**src/rtl/pipeline_ctrl_pkg.sv**
```systemverilog
// Shared constants for the pipeline hazard/sequencing controller: instruction
// field positions, opcode and aluop encodings, and the multdiv FSM states.
package pipeline_ctrl_pkg;

  localparam int unsigned MD_TIMEOUT_DEFAULT = 64;

  // Instruction field bit positions
  localparam int OPC_MSB = 31;
  localparam int OPC_LSB = 27;
  localparam int RD_MSB  = 26;
  localparam int RD_LSB  = 22;
  localparam int RS_MSB  = 21;
  localparam int RS_LSB  = 17;
  localparam int RT_MSB  = 16;
  localparam int RT_LSB  = 12;
  localparam int ALU_MSB = 6;
  localparam int ALU_LSB = 2;

  // Opcodes
  localparam logic [4:0] OP_RTYPE = 5'b00000;
  localparam logic [4:0] OP_J     = 5'b00001;
  localparam logic [4:0] OP_BNE   = 5'b00010;
  localparam logic [4:0] OP_JAL   = 5'b00011;
  localparam logic [4:0] OP_JR    = 5'b00100;
  localparam logic [4:0] OP_ADDI  = 5'b00101;
  localparam logic [4:0] OP_BLT   = 5'b00110;
  localparam logic [4:0] OP_SW    = 5'b00111;
  localparam logic [4:0] OP_LW    = 5'b01000;
  localparam logic [4:0] OP_SETX  = 5'b10101;
  localparam logic [4:0] OP_BEX   = 5'b10110;

  // R-type aluops that need the multi-cycle unit
  localparam logic [4:0] ALU_MUL = 5'b00110;
  localparam logic [4:0] ALU_DIV = 5'b00111;

  typedef enum logic [1:0] {
    ST_IDLE    = 2'd0,
    ST_MD_BUSY = 2'd1,
    ST_MD_DONE = 2'd2
  } md_state_e;

endpackage

```
**src/rtl/pipeline_ctrl_hazard_detect.sv**
```systemverilog
// Load-use comparator: a lw in DX whose destination is read by the FD instruction.
module hazard_detect
  import pipeline_ctrl_pkg::*;
(
  input  logic [31:0] ir_fd_i,
  input  logic [31:0] ir_dx_i,
  output logic        stall_lu_o
);

  logic [4:0] fd_op, fd_rd, fd_rs, fd_rt, dx_rd;
  logic       use_rd, use_rs, use_rt;
  logic       unused_bits;

  assign fd_op = ir_fd_i[OPC_MSB:OPC_LSB];
  assign fd_rd = ir_fd_i[RD_MSB:RD_LSB];
  assign fd_rs = ir_fd_i[RS_MSB:RS_LSB];
  assign fd_rt = ir_fd_i[RT_MSB:RT_LSB];
  assign dx_rd = ir_dx_i[RD_MSB:RD_LSB];

  // Immediates, shamt and aluop never name a register.
  assign unused_bits = ^{ir_fd_i[11:0], ir_dx_i[21:0]};

  // Decide which FD fields are register sources, then compare against the lw target.
  always_comb begin
    use_rd = 1'b0;
    use_rs = 1'b0;
    use_rt = 1'b0;
    unique case (fd_op)
      OP_RTYPE:                    begin use_rs = 1'b1; use_rt = 1'b1; end
      OP_ADDI, OP_LW:              use_rs = 1'b1;
      OP_SW, OP_BNE, OP_BLT, OP_JR: begin use_rd = 1'b1; use_rs = 1'b1; end
      default: ;
    endcase
    stall_lu_o = (ir_dx_i[OPC_MSB:OPC_LSB] == OP_LW) && (dx_rd != 5'd0) &&
                 ((use_rd && (fd_rd == dx_rd)) ||
                  (use_rs && (fd_rs == dx_rd)) ||
                  (use_rt && (fd_rt == dx_rd)));
  end

endmodule

```
**src/rtl/pipeline_ctrl.sv**
```systemverilog
// Pipeline latch enable / bubble controller with multdiv start-ready sequencing.
module pipeline_ctrl
  import pipeline_ctrl_pkg::*;
#(
  parameter int unsigned MD_TIMEOUT = MD_TIMEOUT_DEFAULT
) (
  input  logic        clock,
  input  logic        ctrl_reset,
  input  logic [31:0] ir_fd,
  input  logic [31:0] ir_dx,
  input  logic [31:0] ir_xm,
  input  logic        branch_taken,
  input  logic        md_ready,
  output logic        we_pc,
  output logic        we_fd,
  output logic        we_dx,
  output logic        we_xm,
  output logic        we_mw,
  output logic        nop_fd,
  output logic        nop_dx,
  output logic        nop_xm,
  output logic        md_start,
  output logic        md_error,
  output logic [15:0] stall_count
);

  localparam int CNT_W = (MD_TIMEOUT > 1) ? $clog2(MD_TIMEOUT) : 1;

  md_state_e        state_q, state_d;
  logic             md_start_q, md_start_d;
  logic             md_error_q, md_error_d;
  logic [CNT_W-1:0] tmo_q, tmo_d;
  logic [15:0]      stall_cnt_q, stall_cnt_d;
  logic             stall_lu;
  logic             is_md;
  logic             unused_xm;

  // XM instruction is not needed by the current hazard rules; kept for datapath wiring.
  assign unused_xm = ^ir_xm;

  hazard_detect u_hazard (
    .ir_fd_i    (ir_fd),
    .ir_dx_i    (ir_dx),
    .stall_lu_o (stall_lu)
  );

  assign is_md = (ir_dx[OPC_MSB:OPC_LSB] == OP_RTYPE) &&
                 ((ir_dx[ALU_MSB:ALU_LSB] == ALU_MUL) || (ir_dx[ALU_MSB:ALU_LSB] == ALU_DIV));

  // Next state and latch controls; reset forces the default (free-running) controls.
  always_comb begin
    state_d    = state_q;
    tmo_d      = tmo_q;
    md_error_d = md_error_q;
    md_start_d = 1'b0;
    we_pc  = 1'b1;
    we_fd  = 1'b1;
    we_dx  = 1'b1;
    we_xm  = 1'b1;
    we_mw  = 1'b1;
    nop_fd = 1'b0;
    nop_dx = 1'b0;
    nop_xm = 1'b0;
    if (!ctrl_reset) begin
      unique case (state_q)
        ST_IDLE: begin
          if (is_md && !branch_taken) begin
            // Freeze starts the cycle the mul/div first appears in DX.
            state_d    = ST_MD_BUSY;
            md_start_d = 1'b1;
            tmo_d      = CNT_W'(MD_TIMEOUT - 1);
            we_pc  = 1'b0;
            we_fd  = 1'b0;
            we_dx  = 1'b0;
            nop_xm = 1'b1;
          end else if (branch_taken) begin
            nop_fd = 1'b1;
            nop_dx = 1'b1;
          end else if (stall_lu) begin
            we_pc  = 1'b0;
            we_fd  = 1'b0;
            nop_dx = 1'b1;
          end
        end
        ST_MD_BUSY: begin
          // Load-use is irrelevant here: FD is frozen regardless.
          we_pc  = 1'b0;
          we_fd  = 1'b0;
          we_dx  = 1'b0;
          nop_xm = 1'b1;
          if (md_ready && !md_start_q) begin
            state_d = ST_MD_DONE;
          end else if (tmo_q == '0) begin
            md_error_d = 1'b1;
            state_d    = ST_MD_DONE;
          end else begin
            tmo_d = tmo_q - CNT_W'(1);
          end
        end
        ST_MD_DONE: state_d = ST_IDLE;
        default:    state_d = ST_IDLE;
      endcase
    end
    stall_cnt_d = stall_cnt_q;
    if (!we_pc && (stall_cnt_q != 16'hFFFF)) begin
      stall_cnt_d = stall_cnt_q + 16'd1;
    end
  end

  // State, start pulse, sticky error, timeout and stall counters.
  always_ff @(posedge clock or posedge ctrl_reset) begin
    if (ctrl_reset) begin
      state_q     <= ST_IDLE;
      md_start_q  <= 1'b0;
      md_error_q  <= 1'b0;
      tmo_q       <= '0;
      stall_cnt_q <= 16'd0;
    end else begin
      state_q     <= state_d;
      md_start_q  <= md_start_d;
      md_error_q  <= md_error_d;
      tmo_q       <= tmo_d;
      stall_cnt_q <= stall_cnt_d;
    end
  end

  assign md_start    = md_start_q;
  assign md_error    = md_error_q;
  assign stall_count = stall_cnt_q;

endmodule

```
**config.mk**
```make
export PLATFORM = sky130hd
export DESIGN_NAME = pipeline_ctrl
export DESIGN_NICKNAME = d
export VERILOG_FILES = /design/src/rtl/pipeline_ctrl_pkg.sv /design/src/rtl/pipeline_ctrl_hazard_detect.sv /design/src/rtl/pipeline_ctrl.sv
export SDC_FILE = /design/constraint.sdc
export NUM_CORES = 1
export LEC_CHECK = 0
export CORE_MARGIN = 8
export CORE_UTILIZATION = 35
export CTS_BUF_LIST = sky130_fd_sc_hd__clkbuf_16
export DETAILED_ROUTE_END_ITERATION = 7
export PLACE_DENSITY = 0.88
export SYNTH_ARGS = -nofsm -noshare
export SYNTH_HDL_FRONTEND = slang
export SYNTH_SLANG_ARGS = --single-unit
export TNS_END_PERCENT = 100
```
**constraint.sdc**
```tcl
create_clock -name clock -period 2.4 [get_ports clock]
set_input_delay 0.24 -clock clock [delete_from_list [all_inputs] [get_ports clock]]
set_output_delay 0.24 -clock clock [all_outputs]
set_load 0.02 [all_outputs]
```
==> results.md <==
* RSZ-0062 raised after global routing: no
* Crit-path max cell delay at 580 ps
* Initial antenna violation count at 0
* Fmax at 438 MHz
* Synthesized cell area at 0.00178 sq mm
* Synth top area share at 36.5%
* Worst EP arrival at 2040 ps
* Initial core utilization at 35.5%
* Reg2reg path depth at 8
* Place WS at -229 ps
* Post-layout minimum cycle time at 2280 ps
* Total CTS buffers at 3
* Placement row count at 26
* Type of the worst min-delay path: flip-flop to flip-flop
* Drt drc at 0
* Clock share of power at 36.2%
* Die Wd at 87.3 um
* Worst R2R Start: stall_count[0]$_DFFE_PP0P_
* Final hold violations at 0
* Drt pass-1 iters at 4
* Non-Filler Instances at 329
* First-pass GRT wire length at 7.56 mm
* Required time of the critical path at 2160 ps
* Dpl cells at 325
* Synth Instances at 185
* CP cell instances: clkdlybuf4s50_1 > xnor2_1 > o21ai_0 > nor4_4 > o31ai_1 > a21oi_1 > dlygate4sd2_1
* Final worst-path setup slack at 115 ps
* WP buf/inv at 2
* Die Footprint at 0.00763 sq mm
* DRT iter0 DRCs at 90
* Final ANT Viol Nets at 0
* CTS tree: yes
* WL/cell at 13.7 um
* GRT Total Usage at 12.1%
* Logic gate share of total power at 18.6%
* Crit-path leading delay family: buffers and inverters
* I/O Pins at 126
* Chip height at 87.3 um
* Area leader, netlist: dfrtp_1
* Flop2flop setup slack at 280 ps
* CP startpoint kind: input pin
* Worst min-delay path endpoint: md_error$_DFFE_PP0P_
* Port Buffer Count at 61
* Largest net degree at the start of global routing at 27
* #FFs+latches synth at 26
* Leak pwr at 0.00118 uW
* Layout area overhead at 47.3%
* Synth cell types at 38
* Multi-input logic area at 0.00104 sq mm
* Nets at 363
* # fillers at 474
* Crit path max-delay cell type: clkdlybuf4s50_1
* CTS H-tree lvls at 1
* Hold depth at 1
* Pwr Density at 385 mW/mm^2
* Setup crit end kind: output pin
* Number of global-route vias before repair at 1769
* Clock Tree Root: clkbuf_16
* Avg Vias per Cell at 5.03
* Worst Path Class, Setup: input pin to output pin
* Sequential Area at 651 sq um
* GR Overflow Total at 0
* Clock-pin slew on the worst setup and hold paths at 60 ps
* Final worst-path cycle share at 95.2%
* Worst-case clock skew at 1.48 ps
* GP Congestion at 0.768
* Core Footprint at 0.00501 sq mm
* Ys Warns at 0
* HP Start: md_error$_DFFE_PP0P_
* Share of power burned in registers at 45.2%
* Post-CTS setup buffers at 0
* Insertion delay of the later-clocked pin in the worst-skew pair at 260 ps
* Post-DP HPWL at 3.67 mm
* Detailed-route via count at 1656
* Status: complete, no violations
* Sw Share at 23.3%
* Setup violators final at 0
* Switch Pwr at 235 uW
* Post-Syn Area per Cell at 9.62 sq um
* Worst-path maximum fanout at 4
* Max cap viols at 0
* Final slew viol count at 0
* Max IR drop VDD at 0.223 mV
* Drt total wl at 4.51 mm
* Clk sinks at 26
* N_diodes at 0
* CTS Hold Buffers Added at 0
* Sequential cell area fraction in the yosys report at 36.5%
* Share of layout cells above drive strength 1 at 15.8%
* Max Root-Sink Buffers at 2
* Top cells by area, synth: dfrtp_1, xor2_1, xnor2_1
* Terminus of the critical flop-to-flop path: stall_count[10]$_DFFE_PP0P_
* Pint at 775 uW
-- registers in the layout, summed over array words and instances (netlist names) --
signal and count:
md_start 1, tmo_q 6, stall_count 16, md_error 1, state_q 2
-- area by class of cell --
type	count	share of cell area, %
multi-input cells	142	39.7
repair buffers	79	28.0
flip-flops and latches	26	24.8
well taps	70	3.34
clock buffers	3	2.86
inverters	8	1.15
clock inverters	1	0.143
-- cells by family (layout without fill, tap and decap cells) --
group	Yosys count	in the layout	synth area share (%)
AND/OR/NAND/NOR	71	71	23.8
flip-flops	26	26	36.5
other	1	2	0.211
multiplexers	3	3	1.90
adder cells (fa/ha/maj)	3	3	2.11
AO/OA/AOI/OAI	33	33	14.9
XOR/XNOR	30	30	14.8
buffers and inverters	18	91	5.76
-- cell usage in the layout (no fill, tap or decap), drive strengths merged --
| master | count |
|---|---|
| clkdlybuf4s50 | 56 |
| dfrtp | 26 |
| buf | 18 |
| a21oi | 18 |
| xor2 | 17 |
| xnor2 | 13 |
| nand2 | 13 |
| nand4 | 12 |
| and3 | 10 |
| nand3 | 9 |
| inv | 8 |
| nor2 | 7 |
| nor3 | 6 |
| o21ai | 5 |
| clkbuf | 5 |
| nor2b | 4 |
| ha | 3 |
| mux2 | 3 |
| nor4 | 2 |
| nand2b | 2 |
| and2 | 2 |
| conb | 2 |
| dlygate4sd2 | 2 |
| a31oi | 2 |
| or3 | 2 |
| nor4b | 1 |
| o311a | 1 |
| o311ai | 1 |
| a31o | 1 |
| a2111oi | 1 |
| nor3b | 1 |
| a41o | 1 |
| o31ai | 1 |
| o32a | 1 |
| a21boi | 1 |
| clkinv | 1 |
| clkdlybuf4s15 | 1 |
-- synth_stat cells --
cell	count
dfrtp_1	26
xor2_1	17
nand2_1	13
xnor2_1	13
nand4_1	12
a21oi_1	11
and3_1	10
nand3_1	9
inv_1	8
a21oi_2	7
nor2_1	7
nor3_1	6
o21ai_0	5
nor2b_1	4
buf_4	3
buf_6	3
ha_1	3
a31oi_1	2
and2_1	2
clkbuf_1	2
mux2_2	2
nand2b_1	2
nor4_4	2
or3_1	2
a2111oi_4	1
a21boi_2	1
a31o_2	1
a41o_1	1
buf_1	1
buf_2	1
conb_1	1
mux2_1	1
nor3b_1	1
nor4b_4	1
o311a_1	1
o311ai_4	1
o31ai_1	1
o32a_1	1
-- per-stage QoR --
stage	utilization, %	total power (uW)	hold WS, ps	area, sq um	TNS (ps)
CTS	52.2	1020	478	2620	0
finish	52.3	1010	472	2620	0
floorplan	-	550	483	1780	0
global placement	50.8	648	462	2540	-1060
detailed placement	50.8	654	468	2540	-1310
global route	52.3	1050	491	2620	0
-- power groups by stage --
| stage | Combinational (uW) | Clock, uW | Sequential [uW] |
|---|---|---|---|
| detailed placement | 189 | 0 | 465 |
| finish | 188 | 366 | 457 |
| global placement | 183 | 0 | 464 |
| floorplan | 85.2 | 0 | 465 |
| CTS | 189 | 374 | 457 |
| global route | 206 | 390 | 458 |
-- timing repair --
action	4_1_cts	5_1_grt
pin swaps	0	2
hold endpoints to repair	0	0
endpoints found under the setup margin	5	4
resized for setup	5	7
-- worst max-delay path by stage --
stage	from	to	cells after the start
floorplan	ir_dx[28]	we_pc	7
global placement	ir_dx[25]	nop_dx	7
detailed placement	ir_dx[25]	nop_dx	7
CTS	ir_dx[25]	we_fd	7
global route	ir_dx[31]	nop_dx	7
finish	ir_dx[26]	nop_dx	7
-- routing by layer --
layer / GRT usage [%] / vias up / share of wire (%)
li1: - / 801 / -
met1: 12.5 / 793 / 40
met2: 21.8 / 60 / 51
met3: 4.15 / 2 / 7.9
met4: 4.84 / 0 / 1.0
met5: 0 / - / 0
No activity file was read; power rests on OpenSTA's default activity.
